==> config.mk <==
export PLATFORM = sky130hd
export DESIGN_NAME = mips_muldiv
export DESIGN_NICKNAME = d
export VERILOG_FILES = /design/src/rtl/mips_muldiv.sv
export SDC_FILE = /design/constraint.sdc
export NUM_CORES = 1
export LEC_CHECK = 0
export ABC_AREA = 1
export BUFFER_PORTS_ARGS = -buffer_cell sky130_fd_sc_hd__buf_2
export CORE_MARGIN = 3
export CORE_UTILIZATION = 45
export CTS_BUF_LIST = sky130_fd_sc_hd__clkbuf_2 sky130_fd_sc_hd__clkbuf_4 sky130_fd_sc_hd__clkbuf_8
export DETAILED_ROUTE_END_ITERATION = 8
export GPL_ROUTABILITY_DRIVEN = 0
export GPL_TIMING_DRIVEN = 1
export SLEW_MARGIN = 5
export SYNTH_ARGS = -nofsm -noshare
export SYNTH_HDL_FRONTEND = slang
export SYNTH_SLANG_ARGS = --single-unit
==> constraint.sdc <==
create_clock -name clock -period 3.7 [get_ports clock]
set_clock_uncertainty 0.15 [all_clocks]
set_input_delay 0.185 -clock clock [delete_from_list [all_inputs] [get_ports clock]]
set_output_delay 0.185 -clock clock [all_outputs]
set_load 0.005 [all_outputs]
==> src/rtl/mips_muldiv.sv <==
// Multi-cycle MIPS multiply/divide unit owning HI/LO: shift-add multiply, restoring divide, one bit per cycle.
// Signed MULT/DIV (op[0]) is built only when MIPS_MULDIV_SIGNED_EN is defined; otherwise every op is unsigned.
module mips_muldiv #(
  parameter int WIDTH = 32,
  parameter int CNT_W = 6
) (
  input  logic             clock,
  input  logic             reset_n,
  input  logic             start,
  input  logic [1:0]       op,
  input  logic [WIDTH-1:0] a,
  input  logic [WIDTH-1:0] b,
  input  logic             mthi,
  input  logic             mtlo,
  input  logic [WIDTH-1:0] wdata,
  output logic             busy,
  output logic             done,
  output logic [WIDTH-1:0] hi,
  output logic [WIDTH-1:0] lo,
  output logic             div_by_zero
);

  typedef enum logic [1:0] {S_IDLE, S_RUN, S_FINISH} state_e;

  state_e               state_q, state_d;
  logic [CNT_W-1:0]     cnt_q, cnt_d;
  logic                 is_div_q, is_div_d;
  // Multiply: {upper partial sum, multiplier}. Divide: {remainder, dividend/quotient}.
  logic [2*WIDTH-1:0]   acc_q, acc_d;
  logic [WIDTH-1:0]     opnd_q, opnd_d;
  logic [WIDTH-1:0]     hi_q, hi_d, lo_q, lo_d;
  logic                 done_q, done_d;
  logic                 dbz_q, dbz_d;

  logic [WIDTH-1:0]     a_mag, b_mag;
  logic [2*WIDTH-1:0]   prod_fix;
  logic [WIDTH-1:0]     quo_fix, rem_fix;

`ifdef MIPS_MULDIV_SIGNED_EN
  logic sgn_a, sgn_b;
  logic neg_q_q, neg_q_d, neg_r_q, neg_r_d;

  assign sgn_a = op[0] & a[WIDTH-1];
  assign sgn_b = op[0] & b[WIDTH-1];
  assign a_mag = sgn_a ? -a : a;
  assign b_mag = sgn_b ? -b : b;

  // The remainder follows the dividend's sign; for a zero divisor this restores the original a in HI.
  assign prod_fix = neg_q_q ? -acc_q : acc_q;
  assign quo_fix  = neg_q_q ? -acc_q[WIDTH-1:0] : acc_q[WIDTH-1:0];
  assign rem_fix  = neg_r_q ? -acc_q[2*WIDTH-1:WIDTH] : acc_q[2*WIDTH-1:WIDTH];

  always_comb begin
    neg_q_d = neg_q_q;
    neg_r_d = neg_r_q;
    if (state_q == S_IDLE && start) begin
      neg_q_d = sgn_a ^ sgn_b;
      neg_r_d = sgn_a;
    end
  end

  always_ff @(posedge clock or negedge reset_n) begin
    if (!reset_n) begin
      neg_q_q <= 1'b0;
      neg_r_q <= 1'b0;
    end else begin
      neg_q_q <= neg_q_d;
      neg_r_q <= neg_r_d;
    end
  end
`else
  logic unused_op0;

  assign unused_op0 = op[0];
  assign a_mag      = a;
  assign b_mag      = b;
  assign prod_fix   = acc_q;
  assign quo_fix    = acc_q[WIDTH-1:0];
  assign rem_fix    = acc_q[2*WIDTH-1:WIDTH];
`endif

  // One iteration of each algorithm, selected by is_div_q in RUN.
  logic [WIDTH-1:0]   addend;
  logic [WIDTH:0]     mul_sum;
  logic [WIDTH:0]     rem_sh;
  logic               div_fit;
  logic [WIDTH-1:0]   rem_diff;
  logic [2*WIDTH-1:0] mul_next, div_next;

  assign addend   = acc_q[0] ? opnd_q : '0;
  assign mul_sum  = {1'b0, acc_q[2*WIDTH-1:WIDTH]} + {1'b0, addend};
  assign mul_next = {mul_sum, acc_q[WIDTH-1:1]};
  assign rem_sh   = {acc_q[2*WIDTH-1:WIDTH], acc_q[WIDTH-1]};
  assign div_fit  = rem_sh >= {1'b0, opnd_q};
  assign rem_diff = rem_sh[WIDTH-1:0] - opnd_q;
  assign div_next = div_fit ? {rem_diff, acc_q[WIDTH-2:0], 1'b1}
                            : {rem_sh[WIDTH-1:0], acc_q[WIDTH-2:0], 1'b0};

  // NOTE: every next-state value defaults to its register first, so no path through the case infers a latch.
  always_comb begin
    state_d  = state_q;
    cnt_d    = cnt_q;
    is_div_d = is_div_q;
    acc_d    = acc_q;
    opnd_d   = opnd_q;
    hi_d     = hi_q;
    lo_d     = lo_q;
    done_d   = 1'b0;
    dbz_d    = dbz_q;
    unique case (state_q)
      S_IDLE: begin
        if (start) begin
          is_div_d = op[1];
          acc_d    = {{WIDTH{1'b0}}, (op[1] ? a_mag : b_mag)};
          opnd_d   = op[1] ? b_mag : a_mag;
          cnt_d    = CNT_W'(WIDTH);
          dbz_d    = 1'b0;
          state_d  = S_RUN;
        end else begin
          if (mthi) hi_d = wdata;
          if (mtlo) lo_d = wdata;
        end
      end
      S_RUN: begin
        acc_d = is_div_q ? div_next : mul_next;
        cnt_d = cnt_q - CNT_W'(1);
        if (cnt_q == CNT_W'(1)) state_d = S_FINISH;
      end
      S_FINISH: begin
        if (is_div_q) begin
          hi_d = rem_fix;
          lo_d = quo_fix;
          if (opnd_q == '0) begin
            lo_d  = '1;
            dbz_d = 1'b1;
          end
        end else begin
          hi_d = prod_fix[2*WIDTH-1:WIDTH];
          lo_d = prod_fix[WIDTH-1:0];
        end
        done_d  = 1'b1;
        state_d = S_IDLE;
      end
      default: state_d = S_IDLE;
    endcase
  end

  // NOTE: registers update with non-blocking assignments so every flop samples pre-edge values.
  always_ff @(posedge clock or negedge reset_n) begin
    if (!reset_n) begin
      state_q  <= S_IDLE;
      cnt_q    <= '0;
      is_div_q <= 1'b0;
      acc_q    <= '0;
      opnd_q   <= '0;
      hi_q     <= '0;
      lo_q     <= '0;
      done_q   <= 1'b0;
      dbz_q    <= 1'b0;
    end else begin
      state_q  <= state_d;
      cnt_q    <= cnt_d;
      is_div_q <= is_div_d;
      acc_q    <= acc_d;
      opnd_q   <= opnd_d;
      hi_q     <= hi_d;
      lo_q     <= lo_d;
      done_q   <= done_d;
      dbz_q    <= dbz_d;
    end
  end

  assign busy        = (state_q != S_IDLE);
  assign done        = done_q;
  assign hi          = hi_q;
  assign lo          = lo_q;
  assign div_by_zero = dbz_q;

endmodule

# --- Word level (Yosys, flattened, before mapping) ---
# Cells that the tools add are included.
totals:
  ram_bits: 0
  romBits: 0
  output_inout_bits: 67
  input_bits: 103
  memories: 0
  elab_cells: 59
  regBits: 171
  latch_bits: 0
op_classes:
  shift: 0
  add_sub_neg: 3
  multipliers: 0
  bitwise_logic: 0
  mux: 25
  n_eq_ne: 10
  n_lt_le_gt_ge: 1
  n_div: 0
  reduce_logical: 11
op_table:
  columns: ["op", "n"]
  rows:
  - ["32-bit 2-to-1 mux", 9]
  - ["64-bit 2-to-1 mux", 3]
  - ["32-bit case mux with 2 select lines", 2]
  - ["64-bit case mux with 2 select lines", 1]
  - ["32-bit by 32-bit adder with 33-bit output", 1]
  - ["33-bit by 32-bit >= comparator with 1-bit output", 1]
  - ["32-bit zero test", 1]
  - ["32-bit subtractor", 1]
  - ["2-bit inequality test (second input constant)", 7]
  - ["6-bit case mux with 2 select lines", 1]
  - ["6-bit by 1-bit equality test with 1-bit output (second input constant)", 1]
  - ["6-bit 2-to-1 mux", 1]
  - ["2-bit AND reduction", 3]
  - ["3-bit AND reduction", 2]
  - ["2-bit nonzero test", 3]
  - ["6-bit by 1-bit subtractor with 6-bit output (second input constant)", 1]
  - ["1-bit 2-to-1 mux", 4]
  - ["2-bit 2-to-1 mux", 2]
  - ["2-bit case mux with 2 select lines", 1]
  - ["4-bit AND reduction", 1]
  - ["2-bit by 1-bit equality test with 1-bit output (second input constant)", 1]
  - ["2-bit equality test (second input constant)", 1]
  - ["2-bit zero test", 1]
  - ["1-bit case mux with 2 select lines", 1]

# --- Logic depth before layout (Yosys ltp) ---
logic_depth:
  ltp_word: 4
  depth_mapped: 20
  depth_no_buf: 18

# --- Worst setup path after synthesis ---
# No wires, ideal clock.
synth_path:
  path_type: "flip-flop to flip-flop"
  startpoint: "reg acc_q[0]"
  endpoint: "reg acc_q[63]"
  slack_ns: 0.926
  path_buffers: 2
  t_required_ns: 3.484
  setup_ns: 0.066
  synth_period_minus_slack_ns: 2.774
  stages_incl_launch_ff: 21
  t_arrival_ns: 2.559
  path_cell_list: "dfrtp_1 clkbuf_1 clkbuf_1 nand2_1 inv_1 ha_1 inv_1 fa_1 o21ai_0 nand2_1 nand2_1 nand2_1 nand2_1 nand3_1 nand3_1 nand2_1 nand2_1 nand2_1 inv_1 nand2_1 nand2_1"
synth_via:
  elab_chain_cells: 4
synth_rtl:
  columns: ["element", "line", "text"]
  rows:
  - ["from (decl)", "29", "logic [2*WIDTH-1:0] acc_q, acc_d;"]
  - ["from (signal assigned)", "154", "acc_q <= '0;"]
  - ["from (signal assigned)", "164", "acc_q <= acc_d;"]
  - ["32-bit 2-to-1 mux", "90", "assign addend = acc_q[0] ? opnd_q : '0;"]
  - ["32-bit by 32-bit adder with 33-bit output", "91", "assign mul_sum = {1'b0, acc_q[2*WIDTH-1:WIDTH]} + {1'b0, addend};"]
  - ["64-bit 2-to-1 mux", "125", "acc_d = is_div_q ? div_next : mul_next;"]
  - ["64-bit case mux with 2 select lines", "110", "unique case (state_q)"]
# Every way passes these cells.
# A chain may end at the register's enable or synchronous reset.

# --- Final worst setup path ---
# Ends and elaborated chain as after synthesis.

==> results.cfg <==
[outcome]
outcome = finished, final reports clean

[placed_design]
detailed_place_hpwl_um = 38900
post_place_instance_area_um2 = 15100
numPortBuffers = 168
number_of_cells_after_detailed_placement = 2675

[power]
peakVddDrop_uv = 415
cellLeakagePower_nw = 8.89
total_power_w = 0.0174
switching_share = 0.552
cellInternalPower_w = 0.00780
p_per_area_nw_per_um2 = 1040
power_frac_clock = 0.092
power.net_switching_w = 0.00961
seqPwrFrac = 0.225
power.combinational.fraction = 0.683

[die]
die_w_um = 182
design.core.area_um2 = 30100
io_pins = 170
chipHeight_um = 182
row_count = 63
initial_core_util = 0.463
die_area_um2 = 33100

[worst_setup_path]
path_class = flip-flop to flip-flop
worstSetupEndpointType = flip-flop
regToRegEndpoint = acc_q[63]$_DFFE_PN0P_
crit_path_start_kind = flip-flop
rr_worst_depth = 18
timing.rr.start = acc_q[0]$_DFFE_PN0P_
worst-path-max-fanout = 12
setup.reg_to_reg.worst_slack_ns = 0.45
critical_path_required_ns = 4.00
worstPathArrival_ns = 3.54

[final_layout]
multi_input_comb_area_um2 = 8010
final_core_area_utilization = 0.557
fin_cells = 2828
leading_cell_type_in_the_layout_fill_and_taps_excluded = nand2_1
final_nets = 2596
final_layout_size_suffix_gt1_frac = 0.107
syn2layout_area_growth_pct = 20.3
fillers = 3021
insertedDiodeCount = 0
area.sequential_um2 = 4280
finish.instance_area_um2 = 16800
layout_common_cells = nand2_1 (646), inv_1 (336), o21ai_0 (180)

[yosys]
postSynthRegisterBits = 171
synthCells = 2184
synth_nets = 2355
yosysSeqAreaShare = 0.307
yosysWarnings = 0
avgSynthCellArea_um2 = 6.38
synth_edf_count = 0
netlist-cell-type-count = 47
postSynth.asyncResetShare = 1.00
synth.cell_area_um2 = 13900
dominantRegCellSynth = dfrtp_1

[global_route]
via_count_of_the_first_global_routing_pass = 14400
maximum_number_of_pins_on_one_net_before_global_route_repair = 98
global_route.usage.total = 0.306
first_pass_grt_wire_length_um = 79900
initial_antenna_violation_count = 0
overflow = 0

[clock_network]
clock_path_buffers = 2
tritoncts = yes
clock_insertion_delay_worst_skew_ns = 0.50
clk_transition_reported_paths_ns = 0.10
htree_levels = 4
postCtsSetupRepairBufs = 0
cts_made_buffers = 17
root_buffer = clkbuf_8
ctsResizeCount = 0
clock-sinks = 171

[drt]
postRouteWirelength_um = 51800
overall_via_count_from_detail_route = 15600
vias_per_cell = 5.52
antenna_violating_nets_post_route = 0
first_pass_iters = 6
drt_iter0_markers = 1675
drc_viols = 0
routed_wirelength_normalized_by_instance_count_um = 18.3

[hold_path]
path_type_of_the_worst_min_delay_path = primary input to flip-flop
worstHoldEndpoint = acc_q[24]$_DFFE_PN0P_
min_from = a[24]
whs_path_depth = 5

[timing]
rsz0062_at_grt = no
final_hold_viol_count = 0
setup-violations-final = 0
timing.final.max_slew_violations = 0
relative_slew_margins = 0.292
final.min_clock_period_ns = 3.25
max_slew.worst_pin.slew_ns = 1.06
setup_total_negative_slack_ns = 0
post-route-period-util = 0.878
max_freq_mhz = 308

[job]
maxCapViolations = 0
[cells by family (layout without fill, tap and decap cells)]
| group | after synthesis | after routing | synth area share |
|---|---|---|---|
| and+or+nand+nor | 1052 | 1052 | 0.313 |
| AOI/OAI and AO/OA | 449 | 449 | 0.191 |
| buffers and inverters | 433 | 687 | 0.120 |
| DFF | 171 | 171 | 0.307 |
| adders and majority gates | 68 | 68 | 0.0621 |
| xor gates and xnor gates | 10 | 10 | 0.00629 |
| muxes | 1 | 1 | 0.000718 |
[synthesized netlist by cell type (2+ instances only)]
master | number | area [um2]
clkbuf_1 | 63 | 236
dfrtp_1 | 171 | 4280
inv_2 | 2 | 7.51
o22a_1 | 20 | 175
o311ai_0 | 10 | 87.6
a21oi_1 | 109 | 546
a21o_1 | 4 | 30.0
a21oi_2 | 2 | 17.5
a31oi_1 | 4 | 25.0
and3_1 | 2 | 12.5
nand3b_1 | 7 | 52.6
o211ai_1 | 40 | 300
a211oi_1 | 19 | 143
a22oi_1 | 26 | 195
inv_1 | 341 | 1280
nor2_1 | 177 | 664
buf_6 | 4 | 45.0
buf_1 | 9 | 33.8
nor2_4 | 2 | 22.5
o21ai_0 | 180 | 901
o21a_1 | 3 | 22.5
fa_1 | 2 | 40.0
xnor2_1 | 2 | 17.5
nand4_1 | 26 | 163
and2_1 | 4 | 25.0
or2_2 | 3 | 18.8
buf_2 | 14 | 70.1
o21bai_1 | 7 | 52.6
xor2_1 | 8 | 70.1
nand2_2 | 6 | 37.5
nand3_1 | 148 | 741
o2111ai_1 | 7 | 61.3
o21ai_1 | 12 | 60.1
nor3_1 | 18 | 90.1
nand2_1 | 646 | 2420
o22ai_1 | 2 | 12.5
nor2_2 | 7 | 43.8
a21boi_0 | 3 | 22.5
ha_1 | 66 | 826
[area by class of cell]
cell class                      count  area share
Inverter                          343      0.0768
Timing Repair Buffer              312       0.134
Clock inverter                     13      0.0122
Tap cell                          390      0.0291
Sequential cell                   171       0.255
Multi-Input combinational cell   1580       0.478
Clock buffer                       19      0.0152
[what timing repair did]
item	in CTS	in global routing
setup endpoints to repair	0	0
hold buffers	121	0
hold endpoints to repair	195	0
[power groups by stage]
stage	clock network, W	logic [W]	registers (W)
floorplan	0	0.00844	0.00351
global placement	0	0.0114	0.00393
global route	0.00169	0.0134	0.00400
CTS	0.00161	0.0117	0.00390
detailed placement	0	0.0115	0.00394
finish	0.00159	0.0119	0.00392
[flip-flops by register name, summed over array words and instances, names as in the netlist]
name	cells
is_div_q	1
div_by_zero	1
acc_q	64
state_q	2
hi	32
opnd_q	32
lo	32
done	1
cnt_q	6
[metal layers]
metal	global-route usage	up-vias	share of wire
met5	0	-	0
met4	0.105	0	0.034
met3	0.0363	99	0.064
met2	0.498	661	0.47
met1	0.422	7286	0.44
li1	-	7576	-
[worst max path at each step]
| stage | slack (ns) | endpoint | depth (start not counted) | start |
|---|---|---|---|---|
| 5_1_grt | 0.18 | acc_q[55]$_DFFE_PN0P_ | 16 | acc_q[0]$_DFFE_PN0P_ |
| 4_1_cts | 0.55 | acc_q[63]$_DFFE_PN0P_ | 18 | acc_q[0]$_DFFE_PN0P_ |
| 3_5_place_dp | 0.57 | acc_q[63]$_DFFE_PN0P_ | 18 | acc_q[0]$_DFFE_PN0P_ |
| 6_report | 0.45 | acc_q[63]$_DFFE_PN0P_ | 18 | acc_q[0]$_DFFE_PN0P_ |
| 3_3_place_gp | 0.56 | acc_q[63]$_DFFE_PN0P_ | 18 | acc_q[0]$_DFFE_PN0P_ |
| 2_1_floorplan | 0.93 | acc_q[63]$_DFFE_PN0P_ | 20 | acc_q[0]$_DFFE_PN0P_ |
[worst max-delay path, cell delays in order (launching register included)]
cell and delay [ns]:
dfrtp_1 0.60, nand2_1 0.09, inv_1 0.06, ha_1 0.32, inv_1 0.10, fa_1 0.41
o21ai_0 0.38, nand2_1 0.11, nand2_1 0.15, nand2_1 0.07, nand2_1 0.11, nand3_1 0.17
nand3_1 0.15, nand2_1 0.06, nand2_1 0.06, nand2_1 0.05, inv_1 0.07, nand2_1 0.04
nand2_1 0.05
[through the flow]
stage / hold WS [ns] / setup slack (ns)
final: 0.0272 / 0.453
after global routing: 0.00460 / 0.178
after CTS: 0.00172 / 0.549
after detailed placement: 0.193 / 0.574
after global placement: 0.194 / 0.563
after floorplan: -0.261 / 0.926
Note: power is estimated with default switching activity, not from simulation.
